===== config.mk =====
export PLATFORM = sky130hd
export DESIGN_NAME = mdu_ctrl
export DESIGN_NICKNAME = d
export VERILOG_FILES = /design/src/rtl/mdu_ctrl.sv
export SDC_FILE = /design/constraint.sdc
export NUM_CORES = 2
export LEC_CHECK = 0
export ABC_AREA = 1
export BUFFER_PORTS_ARGS = -buffer_cell sky130_fd_sc_hd__buf_2
export CAP_MARGIN = 20
export CORE_ASPECT_RATIO = 0.5
export CORE_UTILIZATION = 45
export CTS_CLUSTER_SIZE = 40
export DETAILED_ROUTE_END_ITERATION = 8
export PLACE_DENSITY_LB_ADDON = 0.12
export SYNTH_ARGS = -nofsm -noshare
export SYNTH_HDL_FRONTEND = slang
export SYNTH_SLANG_ARGS = --single-unit

===== constraint.sdc =====
create_clock -name clk -period 14.95 [get_ports clk]
set_input_delay 3.7375 -clock clk [delete_from_list [all_inputs] [get_ports clk]]
set_output_delay 3.7375 -clock clk [all_outputs]
set_load 0.005 [all_outputs]

===== src/rtl/mdu_ctrl.sv =====
// -----------------------------------------------------------------------------
// mdu_ctrl
// Multiply/divide sequencer for the EX stage of the 5-stage MIPS core.
// Recognises the MULT/MULTU/DIV/DIVU alucontrol codes, runs the operation and
// holds the front of the pipeline until the HI/LO pair is ready.
// - Multiply: one busy cycle, then a DONE cycle.
// - Divide: 32-iteration restoring divider on operand magnitudes, with the
//   sign fixup applied on the last iteration.
// - Divide by zero: skips straight to DONE with HI=dividend, LO=all ones.
//
// Ports
//   clk           system clock, all state on the rising edge
//   rst           synchronous, active-high reset
//   valid_i       EX stage holds a real (non-bubble) instruction
//   alucontrol_i  EX-stage ALU op code
//   srca_i        rs value (multiplicand / dividend)
//   srcb_i        rt value (multiplier / divisor)
//   flush_i       cancel the EX instruction
//   stall_o       hold IF/ID/EX this cycle (combinational)
//   busy_o        sequencer is not idle
//   done_o        one-cycle pulse: hi_o/lo_o valid, write HI/LO
//   hi_o          product high word / remainder
//   lo_o          product low word / quotient
// -----------------------------------------------------------------------------
module mdu_ctrl #(
    parameter logic [7:0] OP_MULT  = 8'b00011000,
    parameter logic [7:0] OP_MULTU = 8'b00011001,
    parameter logic [7:0] OP_DIV   = 8'b00011010,
    parameter logic [7:0] OP_DIVU  = 8'b00011011
) (
    input  logic        clk,
    input  logic        rst,
    input  logic        valid_i,
    input  logic [7:0]  alucontrol_i,
    input  logic [31:0] srca_i,
    input  logic [31:0] srcb_i,
    input  logic        flush_i,
    output logic        stall_o,
    output logic        busy_o,
    output logic        done_o,
    output logic [31:0] hi_o,
    output logic [31:0] lo_o
);

    typedef enum logic [1:0] {
        IDLE = 2'd0,
        MUL  = 2'd1,
        DIV  = 2'd2,
        DONE = 2'd3
    } state_t;

    state_t      state_q;
    logic [31:0] opa_q;      // multiplicand, or dividend magnitude shifting into the quotient
    logic [31:0] opb_q;      // multiplier, or divisor magnitude
    logic [31:0] rem_q;      // partial remainder
    logic        sgn_q;      // multiply is signed
    logic        qneg_q;     // quotient must be negated at the end
    logic        rneg_q;     // remainder must be negated at the end
    logic [4:0]  cnt_q;
    logic        done_q;
    logic [31:0] hi_q;
    logic [31:0] lo_q;

    // Two's-complement negate and magnitude of a 32-bit word. The magnitude of
    // 0x80000000 is 0x80000000, which is correct when read as unsigned.
    function automatic logic [31:0] neg32(input logic [31:0] x);
        return ~x + 32'd1;
    endfunction

    function automatic logic [31:0] abs32(input logic [31:0] x);
        return x[31] ? neg32(x) : x;
    endfunction

    // Op decode
    logic is_mul_op;
    logic is_div_op;
    logic is_sgn_op;
    logic start;

    assign is_mul_op = (alucontrol_i == OP_MULT) || (alucontrol_i == OP_MULTU);
    assign is_div_op = (alucontrol_i == OP_DIV)  || (alucontrol_i == OP_DIVU);
    assign is_sgn_op = (alucontrol_i == OP_MULT) || (alucontrol_i == OP_DIV);
    assign start     = (state_q == IDLE) && valid_i && !flush_i && (is_mul_op || is_div_op);

    // Multiply: sign-extend to 64 bits for MULT so the low 64 bits of the
    // product equal the signed product; zero-extend for MULTU.
    logic [63:0] mul_a;
    logic [63:0] mul_b;
    logic [63:0] prod;

    assign mul_a = {{32{sgn_q & opa_q[31]}}, opa_q};
    assign mul_b = {{32{sgn_q & opb_q[31]}}, opb_q};
    assign prod  = mul_a * mul_b;

    // One restoring-division step. The shifted remainder needs 33 bits, but
    // the difference always fits in 32 because the old remainder < divisor.
    logic [32:0] rem_sh;
    logic [31:0] rem_d;
    logic [31:0] quo_d;

    always_comb begin
        rem_sh = {rem_q, opa_q[31]};
        rem_d  = rem_sh[31:0];
        quo_d  = {opa_q[30:0], 1'b0};
        if (rem_sh >= {1'b0, opb_q}) begin
            rem_d = rem_sh[31:0] - opb_q;
            quo_d = {opa_q[30:0], 1'b1};
        end
    end

    always_ff @(posedge clk) begin
        if (rst) begin
            state_q <= IDLE;
            done_q  <= 1'b0;
            hi_q    <= 32'd0;
            lo_q    <= 32'd0;
            cnt_q   <= 5'd0;
            sgn_q   <= 1'b0;
            qneg_q  <= 1'b0;
            rneg_q  <= 1'b0;
        end else begin
            done_q <= 1'b0;
            case (state_q)
                IDLE: begin
                    if (start) begin
                        if (is_mul_op) begin
                            opa_q   <= srca_i;
                            opb_q   <= srcb_i;
                            sgn_q   <= is_sgn_op;
                            state_q <= MUL;
                        end else if (srcb_i == 32'd0) begin
                            hi_q    <= srca_i;
                            lo_q    <= 32'hFFFF_FFFF;
                            done_q  <= 1'b1;
                            state_q <= DONE;
                        end else begin
                            opa_q   <= is_sgn_op ? abs32(srca_i) : srca_i;
                            opb_q   <= is_sgn_op ? abs32(srcb_i) : srcb_i;
                            rem_q   <= 32'd0;
                            cnt_q   <= 5'd0;
                            qneg_q  <= is_sgn_op && (srca_i[31] ^ srcb_i[31]);
                            rneg_q  <= is_sgn_op && srca_i[31];
                            state_q <= DIV;
                        end
                    end
                end
                MUL: begin
                    if (flush_i) begin
                        state_q <= IDLE;
                    end else begin
                        hi_q    <= prod[63:32];
                        lo_q    <= prod[31:0];
                        done_q  <= 1'b1;
                        state_q <= DONE;
                    end
                end
                DIV: begin
                    if (flush_i) begin
                        state_q <= IDLE;
                    end else begin
                        opa_q <= quo_d;
                        rem_q <= rem_d;
                        cnt_q <= cnt_q + 5'd1;
                        // Last step: publish the sign-corrected result directly.
                        if (cnt_q == 5'd31) begin
                            hi_q    <= rneg_q ? neg32(rem_d) : rem_d;
                            lo_q    <= qneg_q ? neg32(quo_d) : quo_d;
                            done_q  <= 1'b1;
                            state_q <= DONE;
                        end
                    end
                end
                DONE: begin
                    // The finished instruction is still in EX; ignore inputs.
                    state_q <= IDLE;
                end
                default: begin
                    state_q <= IDLE;
                end
            endcase
        end
    end

    assign stall_o = start || (state_q == MUL) || (state_q == DIV);
    assign busy_o  = (state_q != IDLE);
    assign done_o  = done_q;
    assign hi_o    = hi_q;
    assign lo_o    = lo_q;

endmodule


# Word level (Yosys, flattened, before mapping)
# Index checks and enable logic that the tools add are counted.
# totals
regBits,171
inputBits,76
word_cells,125
# op_classes
addsub,6
multipliers,1
magnitude_cmp,1
eq_ne,18
muxes,53
bitwise_logic,10
reduce_logical,25
# ops
cell,count
$mux 32,29
$pmux 32 s3,2
$add 32x1->32 const B,4
$not 32->32,4
$pmux 32 s2,2
$mul 33x33->64,1
$ge 33x32->1,1
$eq 8x5->1 const B,4
$logic_not 32->1,1
$sub 32x32->32,1
$mux 5,4
$ne 2x2->1 const B,7
$mux 2,5
$pmux 5 s2,1
$reduce_and 5->1,2
$mux 1,8
$pmux 2 s4,1
$reduce_and 4->1,2
$reduce_and 7->1,1
$logic_or 1x1->1,6
$ne 3x3->1 const B,2
$reduce_and 6->1,1
$add 5x1->5 const B,1
$eq 5x5->1 const B,1
14 further kinds,23

# Logic depth before layout (Yosys ltp)
# depth
word_depth,8
ltp_mapped,39
ltp_nobuf,37

# Least setup slack after synthesis
# OpenSTA, ideal clock, no wires.
# synth_timing
kind,input -> output
from,input alucontrol_i[5]
to,output stall_o
t_arrival_ns,4.703
required_time_ns,11.213
path_slack_ns,6.509
cell_stages,5
path_buffers,0
path_cell_list,nor4_1 -> inv_1 -> nor3_1 -> inv_1 -> nand3_1
# synth_between
elab_chain_cells,6
# synth_rtl
item,line_no,rtl
start: declaration,34,"input logic [7:0] alucontrol_i,"
$eq 8x5->1 (on tied branches),"80, 81",
$logic_or 1x1->1 (on tied branches),"80, 81",
$logic_or 1x1->1 *,83,assign start = (state_q == IDLE) && valid_i && !flush_i && (is_mul_op || is_div_op);
$logic_and 1x1->1 *,83,
$logic_or 1x1->1 * (2 in a row),184,assign stall_o = start || (state_q == MUL) || (state_q == DIV);
end: declaration,38,"output logic stall_o,"
# Mark *: on every way between the ends. The rest lies on a longest branch, timed or not.

# Worst setup path after layout
# layout_timing
from,register opa_q[31]
to,register hi_q[20] (netlist: hi_o[20])
# layout_between
elab_chain_cells,8
# layout_rtl
item,line_no,rtl
start: declaration,53,logic [31:0] opa_q;
start signal: assignment,127,opa_q <= srca_i;
start signal: assignment,137,opa_q <= is_sgn_op ? abs32(srca_i) : srca_i;
start signal: assignment,161,opa_q <= quo_d;
$sub 32x32->32 / $ge 33x32->1 (equally long branches),"106, 105",
$mux 32,105,"if (rem_sh >= {1'b0, opb_q}) begin"
$not 32->32,67,return ~x + 32'd1;
$add 32x1->32,67,
$mux 32,166,hi_q <= rneg_q ? neg32(rem_d) : rem_d;
$mux 32,165,if (cnt_q == 5'd31) begin
$mux 32,158,if (flush_i) begin
$pmux 32 s3 *,123,case (state_q)
end signal: assignment,132,hi_q <= srca_i;
end signal: assignment,151,hi_q <= prod[63:32];
end signal: assignment,166,
end: declaration,61,logic [31:0] hi_q;
# Mark *: on every way between the ends. The rest lies on a longest branch, timed or not. The select of a mux whose other input is x is not followed.
# A chain may end at the register's enable or synchronous reset.

==> results.yml <==
run_status:
  status: "finished clean"
timing:
  finalCritPeriodShare_pct: 67.1
  layout_min_cycle_time_ns: 10.04
  finalHoldViolCount: 0
  fmax_mhz: 99.6
  skew_ns: 0.0291
  setup-tns-final_ns: 0
  rsz0062_at_grt: "false"
  slew_headroom_pct: 13.4
  finalMaxSlewViolations: 0
  setup_violations: 0
  worst_pin_slew_ns: 1.29
worst_setup_path:
  required_ns: 15.30
  crit_path_top_delay_cell: "o21ai_0"
  rrSetupSlack_ns: 4.91
  path_class: "register to register"
  max_stage_delay_ns: 0.88
  endpoint_kind: "register"
  worstSetupStartpointType: "register"
  critPathMaxFanout: 34
  worstPathArrival_ns: 10.38
  timing.critical_path.mode_cell: "fa_1"
global_route:
  grt_overflow_total: 0
  grt_usage_pct: 33.1
  grt_pass1_wl_um: 290000
  grt_pass1_vias: 46074
  antenna_found_initial: 11
  grt_max_degree: 92
route:
  drt_first_pass_iters: 8
  dr_total_vias: 44791
  vias_per_cell: 5.39
  post_drt_wl_per_cell_um: 23.1
  drtAntennaViolNets: 0
  drc_errors: 0
  drtIter0Drc: 4607
  routed_wl_um: 192000
cts:
  cts_buffer_depth: 2
  path_clk_slew_ns: 0.09
  h-tree-depth: 4
  cts_resized: 0
  cts_sinks: 171
  tritoncts: "yes"
  ctsHoldBuffers: 0
  post-cts-setup-buffer-count: 0
  clock-root-buffer: "clkbuf_16"
  numCtsBuffers: 17
  clk_latency_ns: 0.49
synthesis:
  syn_inst: 6828
  avgSynthCellArea_um2: 7.69
  synthFlopType: "edfxtp_1"
  ys_seq_area_share_pct: 8.35
  synth.net_count: 8285
  synthArstFlopShare_pct: 0
  yosysWarnings: 0
  synth_area_um2: 52500
  ys_ff_latch: 171
  synth_edf_count: 96
  yosysUniqueCellTypes: 65
layout:
  layout_commonest_cell: "inv_1"
  final_cell_mix: "inv_1, nand2_1, fa_1, nor2_1, ha_1"
  fin_cells: 8313
  regArea_um2: 4390
  area_growth_syn_to_layout_pct: 5.27
  fillers: 11513
  drive_above_1_share_pct: 5.87
  multi_input_area_um2: 39800
  final_nets: 8224
die:
  die_area_um2: 118000
  die_w_um: 485
  num_rows: 88
  die_y_um: 243
  start_util_pct: 45.4
  pin_count: 143
  core-area_um2: 116000
place:
  placed_cells: 8275
  dp_hpwl_um: 157000
  portBuffers: 142
  globalplace.congestion: 0.998
job:
  maxCapViolations: 0
min_path:
  min_path_type: "register to register"
-- metal layers --
layer / up-vias / share of wire [%] / global-route usage [%]
met5: - / 0.016 / 0.0805
met4: 4 / 2.1 / 6.62
met3: 230 / 10 / 7.54
met2: 1989 / 43 / 50.0
met1: 22816 / 45 / 48.5
li1: 19752 / - / -
-- state kept, by name, summed over array words and instances, names as in the netlist, 2 cells and up --
register  count
lo_o         32
opa_q        32
rem_q        32
hi_o         32
opb_q        32
state_q       2
cnt_q         5
-- worst paths after layout --
path             start  depth (start not counted)       end
min reg2reg   hi_o[20]                          2  hi_o[20]
max          opa_q[31]                         30  hi_o[20]
min           hi_o[20]                          2  hi_o[20]
max reg2reg  opa_q[31]                         30  hi_o[20]
-- Yosys cell counts (20+ instances only) --
cell type	n	area share, %
a21oi_1	231	2.2
a31oi_1	33	0.39
buf_1	56	0.40
clkbuf_1	251	1.8
dfxtp_1	75	2.9
edfxtp_1	96	5.5
fa_1	1126	43
ha_1	255	6.1
inv_1	1834	13
nand2_1	1676	12
nand2_2	29	0.35
nand3_1	155	1.5
nand4_1	48	0.57
nor2_1	350	2.5
nor3_1	49	0.47
nor4_1	21	0.25
o211ai_1	20	0.29
o21ai_0	198	1.9
xnor2_1	43	0.72
xor2_1	47	0.78
-- worst max-delay path: cells and delay by family, from the launching register on --
kind            cells  cell delay (ns)
fa+ha+maj           9             4.50
buf+inv             9             1.56
simple gates        5             1.08
flops               1             0.37
compound gates      7             2.36
-- per-stage QoR --
step / instance area, um^2 / worst slack, ns / hold WS (ns) / util (%)
finish: 55300 / 4.91 / 0.465 / 47.8
global route: 55200 / 4.57 / 0.493 / 47.8
CTS: 55200 / 5.11 / 0.468 / 47.8
detailed placement: 54600 / 5.12 / 0.454 / 47.3
global placement: 54600 / 5.22 / 0.451 / 47.2
floorplan: 52500 / 6.51 / 0.450 / -
-- final cells by class --
cell class / instances / share of cell area, %
Multi-Input combinational cell: 4479 / 72.1
Inverter: 1843 / 12.5
Sequential cell: 171 / 7.94
Tap cell: 1530 / 3.46
Timing Repair Buffer: 255 / 2.88
Clock buffer: 17 / 0.770
Clock inverter: 15 / 0.331
Antenna cell: 3 / 0.0136
-- kinds of logic after synthesis --
kind of cell    Yosys count  share of synthesized area [%]
simple gates           2410                           18.8
buf+inv                2178                           15.8
flops                   171                           8.35
compound gates          598                           6.45
xor+xnor                 90                           1.50
fa+ha+maj              1381                           49.0
Power is left out: the tool's default activity adds up to more than one toggle a clock period on the data nets, which glitch-free logic cannot reach.
